### src/rtl/spi_pkg.sv
// Shared types and sizing helpers for the SPI loopback block.
package spi_pkg;

  function automatic int unsigned cnt_w(input int unsigned n);
    return (n < 2) ? 1 : $clog2(n + 1);
  endfunction

  localparam int unsigned DefDataW    = 12;
  localparam int unsigned DefSclkHalf = 10;
  localparam int unsigned DefDivW     = cnt_w(DefSclkHalf);
  localparam int unsigned DefBitW     = cnt_w(DefDataW);

  typedef enum logic [1:0] {
    StIdle,
    StWait,
    StSend
  } master_state_e;

endpackage

### src/rtl/spi_master.sv
// SPI mode-0 master: free-running sclk divider, frame FSM driving cs/mosi.
// Bit order follows SPI_MSB_FIRST_EN (MSB first when defined, LSB first otherwise).
module spi_master
  import spi_pkg::*;
#(
  parameter int unsigned DATA_W    = DefDataW,
  parameter int unsigned SCLK_HALF = DefSclkHalf
) (
  input  logic              clk,
  input  logic              rst,
  input  logic              newd,
  input  logic [DATA_W-1:0] din,
  output logic              cs,
  output logic              mosi,
  output logic              sclk_rise,
  output logic              sclk_fall
);

  localparam int unsigned     DivW    = cnt_w(SCLK_HALF);
  localparam int unsigned     BitW    = cnt_w(DATA_W);
  localparam logic [DivW-1:0] DivLast = DivW'(SCLK_HALF - 1);
  localparam logic [BitW-1:0] BitLast = BitW'(DATA_W - 1);

  logic [DivW-1:0]   div_q;
  logic              sclk_q;
  logic              sclk;
  logic              tick;
  master_state_e     state_q, state_d;
  logic [DATA_W-1:0] data_q, data_d;
  logic [DATA_W-1:0] data_shift;
  logic              next_bit;
  logic [BitW-1:0]   bit_q, bit_d;
  logic              cs_q, cs_d;
  logic              mosi_q, mosi_d;

  // Edge strobes fire in the cycle whose clock edge toggles sclk.
  assign sclk      = sclk_q;
  assign tick      = (div_q == DivLast);
  assign sclk_rise = tick & ~sclk;
  assign sclk_fall = tick & sclk;

  always_ff @(posedge clk) begin
    if (!rst) begin
      div_q  <= '0;
      sclk_q <= 1'b0;
    end else if (tick) begin
      div_q  <= '0;
      sclk_q <= ~sclk_q;
    end else begin
      div_q  <= div_q + 1'b1;
    end
  end

`ifdef SPI_MSB_FIRST_EN
  assign next_bit   = data_q[DATA_W-1];
  assign data_shift = {data_q[DATA_W-2:0], 1'b0};
`else
  assign next_bit   = data_q[0];
  assign data_shift = {1'b0, data_q[DATA_W-1:1]};
`endif

  always_comb begin
    state_d = state_q;
    data_d  = data_q;
    bit_d   = bit_q;
    cs_d    = cs_q;
    mosi_d  = mosi_q;
    unique case (state_q)
      StIdle: begin
        cs_d   = 1'b1;
        mosi_d = 1'b0;
        bit_d  = '0;
        if (newd) begin
          data_d  = din;
          state_d = StWait;
        end
      end
      StWait: begin
        if (sclk_fall) begin
          cs_d    = 1'b0;
          mosi_d  = next_bit;
          data_d  = data_shift;
          bit_d   = '0;
          state_d = StSend;
        end
      end
      StSend: begin
        if (sclk_fall) begin
          // Last bit has been sampled by the slave; close the frame.
          if (bit_q == BitLast) begin
            cs_d    = 1'b1;
            mosi_d  = 1'b0;
            state_d = StIdle;
          end else begin
            mosi_d = next_bit;
            data_d = data_shift;
            bit_d  = bit_q + 1'b1;
          end
        end
      end
      default: state_d = StIdle;
    endcase
  end

  always_ff @(posedge clk) begin
    if (!rst) begin
      state_q <= StIdle;
      data_q  <= '0;
      bit_q   <= '0;
      cs_q    <= 1'b1;
      mosi_q  <= 1'b0;
    end else begin
      state_q <= state_d;
      data_q  <= data_d;
      bit_q   <= bit_d;
      cs_q    <= cs_d;
      mosi_q  <= mosi_d;
    end
  end

  assign cs   = cs_q;
  assign mosi = mosi_q;

endmodule

### src/rtl/spi_slave.sv
// SPI mode-0 slave: samples mosi on sclk rise strobes while cs is low.
// Bit order follows SPI_MSB_FIRST_EN to match the master.
module spi_slave
  import spi_pkg::*;
#(
  parameter int unsigned DATA_W = DefDataW
) (
  input  logic              clk,
  input  logic              rst,
  input  logic              cs,
  input  logic              mosi,
  input  logic              sclk_rise,
  input  logic              sclk_fall,
  output logic [DATA_W-1:0] dout,
  output logic              done
);

  localparam int unsigned     BitW    = cnt_w(DATA_W);
  localparam logic [BitW-1:0] BitFull = BitW'(DATA_W);

  logic [DATA_W-1:0] shift_q, shift_d;
  logic [DATA_W-1:0] shift_in;
  logic [DATA_W-1:0] dout_q, dout_d;
  logic [BitW-1:0]   cnt_q, cnt_d;
  logic              done_q, done_d;

`ifdef SPI_MSB_FIRST_EN
  assign shift_in = {shift_q[DATA_W-2:0], mosi};
`else
  assign shift_in = {mosi, shift_q[DATA_W-1:1]};
`endif

  // The word is published at the falling edge that closes the last bit slot.
  always_comb begin
    shift_d = shift_q;
    cnt_d   = cnt_q;
    dout_d  = dout_q;
    done_d  = 1'b0;
    if (cs) begin
      cnt_d = '0;
    end else if (sclk_rise && (cnt_q != BitFull)) begin
      shift_d = shift_in;
      cnt_d   = cnt_q + 1'b1;
    end else if (sclk_fall && (cnt_q == BitFull)) begin
      dout_d = shift_q;
      done_d = 1'b1;
      cnt_d  = '0;
    end
  end

  always_ff @(posedge clk) begin
    if (!rst) begin
      shift_q <= '0;
      cnt_q   <= '0;
      dout_q  <= '0;
      done_q  <= 1'b0;
    end else begin
      shift_q <= shift_d;
      cnt_q   <= cnt_d;
      dout_q  <= dout_d;
      done_q  <= done_d;
    end
  end

  assign dout = dout_q;
  assign done = done_q;

endmodule

### src/rtl/spi_top.sv
// SPI loopback: master m1 serialises din, slave s1 rebuilds it on dout.
// Optional SPI_MSB_FIRST_EN switches both sides to MSB-first transfer.
module spi_top
  import spi_pkg::*;
#(
  parameter int unsigned DATA_W    = DefDataW,
  parameter int unsigned SCLK_HALF = DefSclkHalf
) (
  input  logic              clk,
  input  logic              rst,
  input  logic              newd,
  input  logic [DATA_W-1:0] din,
  output logic [DATA_W-1:0] dout,
  output logic              done
);

  logic cs;
  logic mosi;
  logic sclk_rise;
  logic sclk_fall;

  spi_master #(
    .DATA_W   (DATA_W),
    .SCLK_HALF(SCLK_HALF)
  ) m1 (
    .clk      (clk),
    .rst      (rst),
    .newd     (newd),
    .din      (din),
    .cs       (cs),
    .mosi     (mosi),
    .sclk_rise(sclk_rise),
    .sclk_fall(sclk_fall)
  );

  spi_slave #(
    .DATA_W(DATA_W)
  ) s1 (
    .clk      (clk),
    .rst      (rst),
    .cs       (cs),
    .mosi     (mosi),
    .sclk_rise(sclk_rise),
    .sclk_fall(sclk_fall),
    .dout     (dout),
    .done     (done)
  );

endmodule

### config.mk
export PLATFORM = sky130hd
export DESIGN_NAME = spi_top
export DESIGN_NICKNAME = d
export VERILOG_FILES = /design/src/rtl/spi_pkg.sv /design/src/rtl/spi_master.sv /design/src/rtl/spi_slave.sv /design/src/rtl/spi_top.sv
export SDC_FILE = /design/constraint.sdc
export NUM_CORES = 1
export LEC_CHECK = 0
export ABC_AREA = 0
export BUFFER_PORTS_ARGS = -buffer_cell sky130_fd_sc_hd__clkbuf_2
export CAP_MARGIN = 15
export CORE_MARGIN = 5
export CORE_UTILIZATION = 45
export DETAILED_ROUTE_END_ITERATION = 8
export PLACE_DENSITY = 0.64
export RECOVER_POWER = 100
export SLEW_MARGIN = 10
export SYNTH_ARGS = -nofsm -noshare
export SYNTH_HDL_FRONTEND = slang
export SYNTH_SLANG_ARGS = --single-unit
### constraint.sdc
create_clock -name clk -period 1.85 [get_ports clk]
set_input_delay 0.37 -clock clk [delete_from_list [all_inputs] [get_ports clk]]
set_output_delay 0.37 -clock clk [all_outputs]
set_load 0.1 [all_outputs]
; ---- Word-level counts from Yosys, hierarchy flattened
; Index checks and enable logic that the tools add are counted.
[word_totals]
ff_bits = 54
latchBits = 0
mem_bits_rw = 0
romBits = 0
input_bits = 15
output_inout_bits = 13
wordCells = 71
mem_count = 0
[op_classes]
n_addsub = 3
multipliers = 0
div = 0
order_cmp = 0
n_eq_ne = 11
shifts = 0
n_mux = 25
bitwise_logic = 6
reduce_logical = 15
[ops]
columns = op, count
row1 = 2-to-1 mux 12 bit, 4
row2 = case mux 12 bit (3 select lines), 1
row3 = 2-to-1 mux 4 bit, 5
row4 = adder 4 x 1 -> 4 bit (second input constant), 3
row5 = equality test 4 bit (second input constant), 3
row6 = case mux 4 bit (3 select lines), 1
row7 = AND reduction 4 bit, 3
row8 = 2-to-1 mux 2 bit, 4
row9 = 2-to-1 mux 1 bit, 7
row10 = != test 2 x 1 -> 1 bit (second input constant), 3
row11 = case mux 1 bit (3 select lines), 2
row12 = case mux 2 bit (3 select lines), 1
row13 = AND reduction 3 bit, 2
row14 = AND reduction 5 bit, 1
row15 = != test 2 bit (second input constant), 2
row16 = != test 4 bit (second input constant), 1
row17 = NOT 1 bit, 4
row18 = OR reduction 2 bit, 2
row19 = nonzero test 3 bit, 1
row20 = OR reduction 3 bit, 1
row21 = AND 1 bit, 2
row22 = equality test 2 x 1 -> 1 bit (second input constant), 1
row23 = equality test 2 bit (second input constant), 1
row24 = logical AND 1 bit, 2
row25 = other kinds (3), 3

; ---- Logic depth before layout (Yosys ltp)
; Gate-level depths: netlist (run 1).
[depth]
word_depth = 5
depth_mapped = 9
depth_no_buf = 6

; ---- By module
; From an unflattened synthesis (run 1), not the netlist that was laid out.
[hier_totals]
cells_unflattened = 244
hier_area_um2 = 2446.1
[by_module_without_submodules]
columns = mod, n_inst, cells_each, area_per_inst_um2, seq_area_each_um2
row1 = spi_master, 1, 136, 1313.8, 500.5
row2 = spi_slave, 1, 108, 1132.3, 580.6

; ---- Worst setup path before layout (run 1)
; OpenSTA, ideal clock, no wires.
[synth_timing]
path_type = flip-flop to flip-flop
startpoint = reg s1.cnt_q[0]
endpoint = reg s1.shift_q[10]
setup_ps = 115
t_arrival_ps = 1807
t_required_ps = 1735
slack_ps = -71
stages_incl_launch_ff = 10
path_buffers = 3
period_less_slack_ps = 1921
path_cell_list = dfxtp_1 -> inv_1 -> ha_1 -> and3_1 -> buf_6 -> or4_4 -> buf_6 -> buf_6 -> nand3_1 -> o21ai_2
[synth_via]
elab_chain_cells = 3
[synth_rtl]
columns = element, line
row1 = "start, declared", spi_slave.sv:24  ; logic [BitW-1:0] cnt_q, cnt_d;
row2 = "start signal, assigned", spi_slave.sv:59  ; cnt_q <= cnt_d;
row3 = != test 4 bit, spi_slave.sv:41  ; end else if (sclk_rise && (cnt_q != BitFull)) begin
row4 = logical AND 1 bit, spi_slave.sv:41
row5 = AND reduction 2 bit (no line), n/a
row6 = "end signal, assigned", spi_slave.sv:58  ; shift_q <= shift_d;
row7 = "end, declared", spi_slave.sv:21  ; logic [DATA_W-1:0] shift_q, shift_d;
; No other way between the ends.
; A chain may end at the register's enable or synchronous reset.

; ---- Worst setup path in the final report (run 1)
[layout_timing]
startpoint = reg s1.cnt_q[0]
endpoint = reg s1.shift_q[0]
; Same word-level chain as after synthesis.

==> results of run 1 <==
critical path: cells and delay by family, from the launching register on:
kind	cells	cell delay [ns]
buffers and inverters	1	0.06
DFF	1	0.39
adders and majority gates	1	0.20
and+or+nand+nor	3	0.87
AOI/OAI and AO/OA	1	0.08
logic make-up after synthesis:
logic type | synth area share, %
AOI/OAI and AO/OA | 20.3
xor gates and xnor gates | 1.08
muxes | 5.33
DFF | 44.3
buffers and inverters | 6.82
and+or+nand+nor | 17.1
adders and majority gates | 5.13
what timing repair did:
item / CTS / global route
hold buffers: 0 / 0
setup buffers: 0 / 0
resized for setup: 0 / 0
endpoints found under the setup margin: 0 / 12
how the worst max path moves through the flow:
stage / from / end / slack, ns
CTS: s1.cnt_q[0] / s1.shift_q[0] / 0.05
detailed placement: s1.cnt_q[0] / s1.shift_q[5] / 0.06
floorplan: s1.cnt_q[0] / s1.shift_q[10] / -0.003
global route: m1.state_q[0] / m1.data_q[3] / 0.01
global placement: s1.cnt_q[0] / s1.shift_q[10] / 0.1
finish: s1.cnt_q[0] / s1.shift_q[0] / 0.13
stage by stage:
step           worst slack (ns)  hold slack [ns]  setup TNS, ns  power, mW  util, %
3_5_place_dp             0.0613            0.454              0       2.53     51.4
3_3_place_gp             0.0983            0.446              0       2.50     51.4
5_1_grt                  0.0110            0.333              0       3.41     52.7
6_report                  0.130            0.314              0       3.20     52.7
4_1_cts                  0.0477            0.308              0       3.24     53.3
2_1_floorplan          -0.00264            0.433        -0.0158       2.22        -
routing by layer:
| metal | track usage [%] | up-vias |
|---|---|---|
| met5 | 0 | - |
| met4 | 4.39 | 0 |
| met3 | 4.34 | 6 |
| met2 | 21.1 | 39 |
| met1 | 17.8 | 910 |
| li1 | - | 1027 |
cells in the mapped netlist, drive strengths merged, types with 2 or more instances:
| library cell | count |
|---|---|
| nand3 | 29 |
| o21ai | 28 |
| clkbuf | 7 |
| o31ai | 2 |
| inv | 9 |
| and4b | 2 |
| nor2 | 11 |
| a211oi | 12 |
| nand2 | 25 |
| a21oi | 21 |
| xnor2 | 2 |
| buf | 13 |
| a41oi | 2 |
| nand3b | 2 |
| ha | 10 |
| mux2i | 13 |
| o32ai | 4 |
| dfxtp | 54 |
| nand2b | 2 |
| or3 | 2 |
| o211ai | 2 |
flip-flops by register name, indices dropped and copies added (netlist names):
register,cells
m1.cs,1
m1.sclk,1
s1.shift_q,12
m1.mosi,1
m1.bit_q,4
s1.cnt_q,4
s1.done,1
m1.data_q,12
m1.state_q,2
m1.div_q,4
s1.dout,12
power groups by stage:
stage	clock network, mW	registers [mW]	logic, mW
final	0.710	1.42	1.07
after detailed placement	0	1.45	1.08
after CTS	0.731	1.43	1.08
after global placement	0	1.44	1.06
after floorplan	0	1.43	0.788
after global routing	0.781	1.45	1.18
cell type report:
cell class | instances | area, sq um | area share (%)
clock buffer | 5 | 68.8 | 2.53
inverter | 10 | 37.5 | 1.38
clock inverter | 3 | 28.8 | 1.06
tap | 70 | 87.6 | 3.21
sequential | 54 | 1080 | 39.8
multi-input combinational | 186 | 1170 | 42.8
timing repair buffer | 38 | 251 | 9.23
==> key figures, run 1 <==
Critical path
  – Worst-path fanout max: 24
  – WS Path Type: reg2reg
  – R2r startpoint: s1.cnt_q[0]
  – Startpoint types: flip-flop
  – CP endpoint kind: flip-flop
  – Critical path cell sequence: inv_1 > ha_1 > and3_1 > or4_4 > nand3_1 > o21ai_0
  – Worst Reg-to-Reg Cells: 6
  – CP required: 2.05 ns
  – CP peak stage delay: around 0.56 ns
  – Slowest stage cell on the critical path: or4_4
  – Crit path DAT: 1.92 ns
  – FF-to-FF setup slack: 0.13 ns
  – FF-to-FF End: s1.shift_q[0]

Hold path
  – Hold Path Stages: 3
  – Hold Path End: m1.data_q[11]
  – Hold Crit Class: in2reg
  – Hold Startpoint: din[11]

Synthesis
  – Post-synth EDFFs: 0
  – Most area-consuming cells after synthesis: dfxtp_1 (44%), nand3_1 (5.9%), mux2i_1 (5.3%)
  – Synth Flop Type: dfxtp_1
  – Top cell type by total area after synthesis: dfxtp_1
  – Synth Cell Area: 2440 sq um
  – Syn nets: 295
  – Synth Warn #: 0
  – FFs w/ async S/R, synth: 0%
  – Sequential share of the synthesized area: 44.3%
  – Cells after Synth: between 200 and 300
  – Top cell type's share of synthesized area: 44.3%
  – Synth Area per Inst: ~9 sq um
  – Yosys cell types: 45
  – Seq cells post-synth: between 50 and 60

Detailed routing
  – Routed vias: 1982
  – Residual DRC: 0
  – Top layer in use: met4
  – Initial DRC Count: 116
  – Metal-1 WL: 2240 microns
  – DRT Wirelength: 4610 microns
  – Final ANT Viol Nets: 0
  – Drt via density: roughly 5.4
  – Drt wl/cell: 12.6 microns
  – Router iterations before antenna repair: 4
  – WL met3: 263 microns
  – Routed wl met2: 2060 microns

Timing
  – RSZ-0062 raised after global routing: false
  – Clock Skews: 0.0127 ns
  – Fmax: 581 MHz
  – Slew headroom: 64.3%
  – Pins over their slew limit: 0
  – Endpoints failing setup: 0
  – Final Hold Viols: 0
  – Final Cycle Share: 93.0%
  – Worst-margin pin slew: 0.532 ns
  – Post-route minimum period: 1.72 ns

Finish
  – Fin cells: approximately 370
  – Layout Nets: 320
  – Ant diodes: 0
  – Filler Cells Inserted: 480
  – Final instance area: 2730 sq um
  – Commonest non-fill, non-tap cells in the layout: dfxtp_1 (52), nand3_1 (29), clkbuf_2 (27)
  – Layout area overhead: 11.6%
  – Share of cells above drive strength 1: 17.2%
  – Most common cell after layout, fill and taps aside: dfxtp_1

Clock tree
  – H-tree depth: 2
  – CTS tree: yes
  – Root Driver: clkbuf_8
  – Reg clk slew, reported paths: 0.10 ns
  – Clk sink count: 54
  – Clock latency on the worst-skew pair: 0.32 ns
  – TritonCTS Buffers: 5
  – CTS Buffer Depth: 2

Floorplanning
  – Num rows: 26
  – # IOs: 28
  – Full die area: roughly 7000 sq um
  – Die width: 83.7 microns
  – Starting Density: between 40% and 50%
  – Die height: 83.7 microns
  – Core region area: between 5000 and 6000 sq um

GRT
  – Total track usage: 13.6%
  – Global-route wire length before repair: 8140 microns
  – Largest net degree at the start of global routing: 39
  – Grt ovf: 0
  – Vias in the first global route: 1777
  – Initial antenna violation count: 0

Power
  – VDD IR-drop max: approximately 0.85 mV
  – Clock power frac: 22.2%
  – Logic gate share of total power: 33.4%
  – Leakage power: 1.02 nW
  – Sw frac: between 30% and 40%
  – Psw: 1.10 mW
  – Seq pwr share: ~45%
  – PD cells: 1180 nW/um^2
  – Int Pwr: 2.11 mW

Place
  – GPL Wtd Cong: 0.760
  – Area post-placement: 2660 sq um
  – Hpwl dp: approximately 3300 microns
  – Port Buffer Count: 27
  – Placed cells: 358

Status
  – Run status: completed

Flow run
  – Max-Cap Viols: 0
Power figures use the tool's default switching activity.
==> run 2: changes to the inputs <==
--- a/config.mk
+++ b/config.mk
@@ -8,7 +8,6 @@
 export ABC_AREA = 0
 export BUFFER_PORTS_ARGS = -buffer_cell sky130_fd_sc_hd__clkbuf_2
 export CAP_MARGIN = 15
-export CORE_MARGIN = 5
 export CORE_UTILIZATION = 45
 export DETAILED_ROUTE_END_ITERATION = 8
 export PLACE_DENSITY = 0.64
==> run 2 against run 1 <==
  * Global-route usage is 4.5 points higher
  * Clock power is 4.1% lower
  * Wire length is 1.1% higher
  * Via count is 0.40% higher
  * Critical endpoint is now s1.dout[9]
  * Cell area is 0.23% lower
  * Total power is 2.0% lower
  * Non-clock buffer count is 2 higher
  * Clock skew is 0.0065 ns lower
  * Critical path depth is 1 higher
  * Fmax hardly changed
  * First-iteration DRC count is 22% higher
==> key figures, run 2 (synthesis results as in run 1) <==
GRT
  – Grt ovf: 0
  – Vias in the first global route: about 1.8k
  – Total track usage: between 10% and 20%
  – Largest net degree at the start of global routing: 29
  – Initial antenna violation count: 0
  – Global-route wire length before repair: 7910 microns

Floorplanning
  – Die height: 75.7 microns
  – Core region area: 5170 sq um
  – Num rows: 26
  – Die width: 75.7 microns
  – Starting Density: 47.2%
  – Full die area: roughly 5700 sq um
  – # IOs: 28

Critical path
  – Crit path DAT: 1.91 ns
  – Cell mode on critical path: nand3_1
  – CP delay by family, top: simple AND/OR/NAND/NOR gates
  – CP endpoint kind: flip-flop
  – Critical path cell sequence: inv_1 > ha_1 > nand3_1 > or3_1 > buf_4 > nand3_1 > o21ai_0
  – WS Path Type: reg2reg
  – FF-to-FF End: s1.dout[9]
  – Slowest stage cell on the critical path: or3_1
  – R2r startpoint: s1.cnt_q[0]
  – Startpoint types: flip-flop
  – CP required: between 2 and 2.5 ns
  – FF-to-FF setup slack: 0.13 ns
  – Worst-path fanout max: 24
  – CP peak stage delay: between 0.4 and 0.5 ns
  – WP buf/inv: 2
  – Worst Reg-to-Reg Cells: 7

Detailed routing
  – Drt via density: approximately 5.4
  – Final ANT Viol Nets: 0
  – Residual DRC: 0
  – DRT Wirelength: between 4000 and 5000 microns
  – Router iterations before antenna repair: 4
  – Routed vias: a little under 2k
  – Initial DRC Count: 141
  – Drt wl/cell: ~13 microns

Clock tree
  – CTS Buffer Depth: 2
  – Clk sink count: 54
  – CTS tree: yes
  – TritonCTS Buffers: 5
  – H-tree depth: 2
  – Root Driver: clkbuf_8
  – # hold bufs at CTS: 0
  – Post-CTS setup buffer count: 0
  – Clock latency on the worst-skew pair: ~0.30 ns
  – Reg clk slew, reported paths: 0.10 ns

Flow run
  – Max-Cap Viols: 0

Finish
  – Layout Nets: 322
  – Ant diodes: 0
  – Commonest non-fill, non-tap cells in the layout: dfxtp_1 (52), nand3_1 (29), clkbuf_2 (27)
  – Post-layout util: 52.6%
  – Most common cell after layout, fill and taps aside: dfxtp_1
  – Layout area overhead: 11.4%
  – Share of cells above drive strength 1: 18.5%

Place
  – GPL Wtd Cong: 0.803
  – Hpwl dp: 3290 microns
  – Port Buffer Count: 27

Timing
  – Slew headroom: between 60% and 70%
  – Setup TNS: 0 ns
  – Final Hold Slack: approximately 0.33 ns
  – Pins over their slew limit: 0
  – Final Cycle Share: 93.0%
  – RSZ-0062 raised after global routing: false
  – Endpoints failing setup: 0
  – Fmax: slightly below 600 MHz
  – Worst-margin pin slew: 0.543 ns
  – Final Hold Viols: 0
  – Post-route minimum period: 1.72 ns
  – Clock Skews: 0.00620 ns

Power
  – Clock power frac: a little over a fifth
  – Leakage power: 1.01 nW
  – Seq pwr share: 45.4%
  – Design Power: 3.14 mW
  – Psw: ~1.1 mW
  – PD cells: 1160 nW/um^2
  – Sw frac: 34.0%
  – Logic gate share of total power: 32.9%
  – VDD IR-drop max: 0.798 mV
  – Int Pwr: about 2.1 mW

Hold path
  – Hold Path End: m1.data_q[11]
  – Hold Startpoint: din[11]
  – Hold Crit Class: in2reg
  – Hold Path Stages: 3

Status
  – Run status: completed
## run 2: cell count changes in the layout (fill, tap and decap cells not counted), sizes merged
cell      before  now
inv           11   10
clkinvlp       0    1
buf           10   12
## run 2: power by group through the flow
stage | clock network [mW] | logic, mW | registers (mW)
6_report | 0.681 | 1.03 | 1.43
5_1_grt | 0.761 | 1.16 | 1.45
3_5_place_dp | 0 | 1.04 | 1.45
4_1_cts | 0.706 | 1.04 | 1.43
2_1_floorplan | 0 | 0.788 | 1.43
3_3_place_gp | 0 | 1.02 | 1.45
## run 2: worst min-delay path, stage by stage
cell and delay, ns:
clkbuf_2 0.08, nand3b_1 0.07, mux2i_1 0.07
## run 2: worst max path at each step
stage,startpoint,slack [ns],depth (start not counted),endpoint
2_1_floorplan,s1.cnt_q[0],-0.003,9,s1.shift_q[10]
3_3_place_gp,s1.cnt_q[0],0.09,6,s1.shift_q[1]
3_5_place_dp,s1.cnt_q[0],0.03,6,s1.shift_q[1]
4_1_cts,s1.cnt_q[0],0.02,6,s1.shift_q[1]
5_1_grt,s1.cnt_q[0],0.006,7,s1.dout[1]
6_report,s1.cnt_q[0],0.13,7,s1.dout[9]
## run 2: through the flow
stage                     area [sq um]  worst slack, ns  instances
after global routing              2720          0.00559        368
final                             2720            0.130        368
after global placement            2660           0.0937        360
after detailed placement          2660           0.0343        360
after CTS                         2750           0.0158        368
after floorplan                   2440         -0.00264        270
## run 2: timing repair
| action | 4_1_cts | 5_1_grt |
|---|---|---|
| endpoints found under the hold margin | 0 | 0 |
| setup endpoints to repair | 0 | 25 |
| resized for setup | 0 | 4 |
## run 2: cell type report
| cell class | count | area [sq um] |
|---|---|---|
| Inverter | 10 | 37.5 |
| Clock buffer | 5 | 68.8 |
| Sequential cell | 54 | 1090 |
| Timing Repair Buffer | 40 | 241 |
| Clock inverter | 3 | 25.0 |
| Fill cell | 496 | 2450 |
| Tap cell | 70 | 87.6 |
| Multi-Input combinational cell | 186 | 1170 |
## run 2: routing by layer
layer / track usage [%] / wire (microns) / vias up
li1: - / - / 1027
met1: 23.1 / 2310 / 930
met2: 30.6 / 2190 / 31
met3: 3.97 / 136 / 2
met4: 5.56 / 34 / 0
met5: 0 / 0 / -
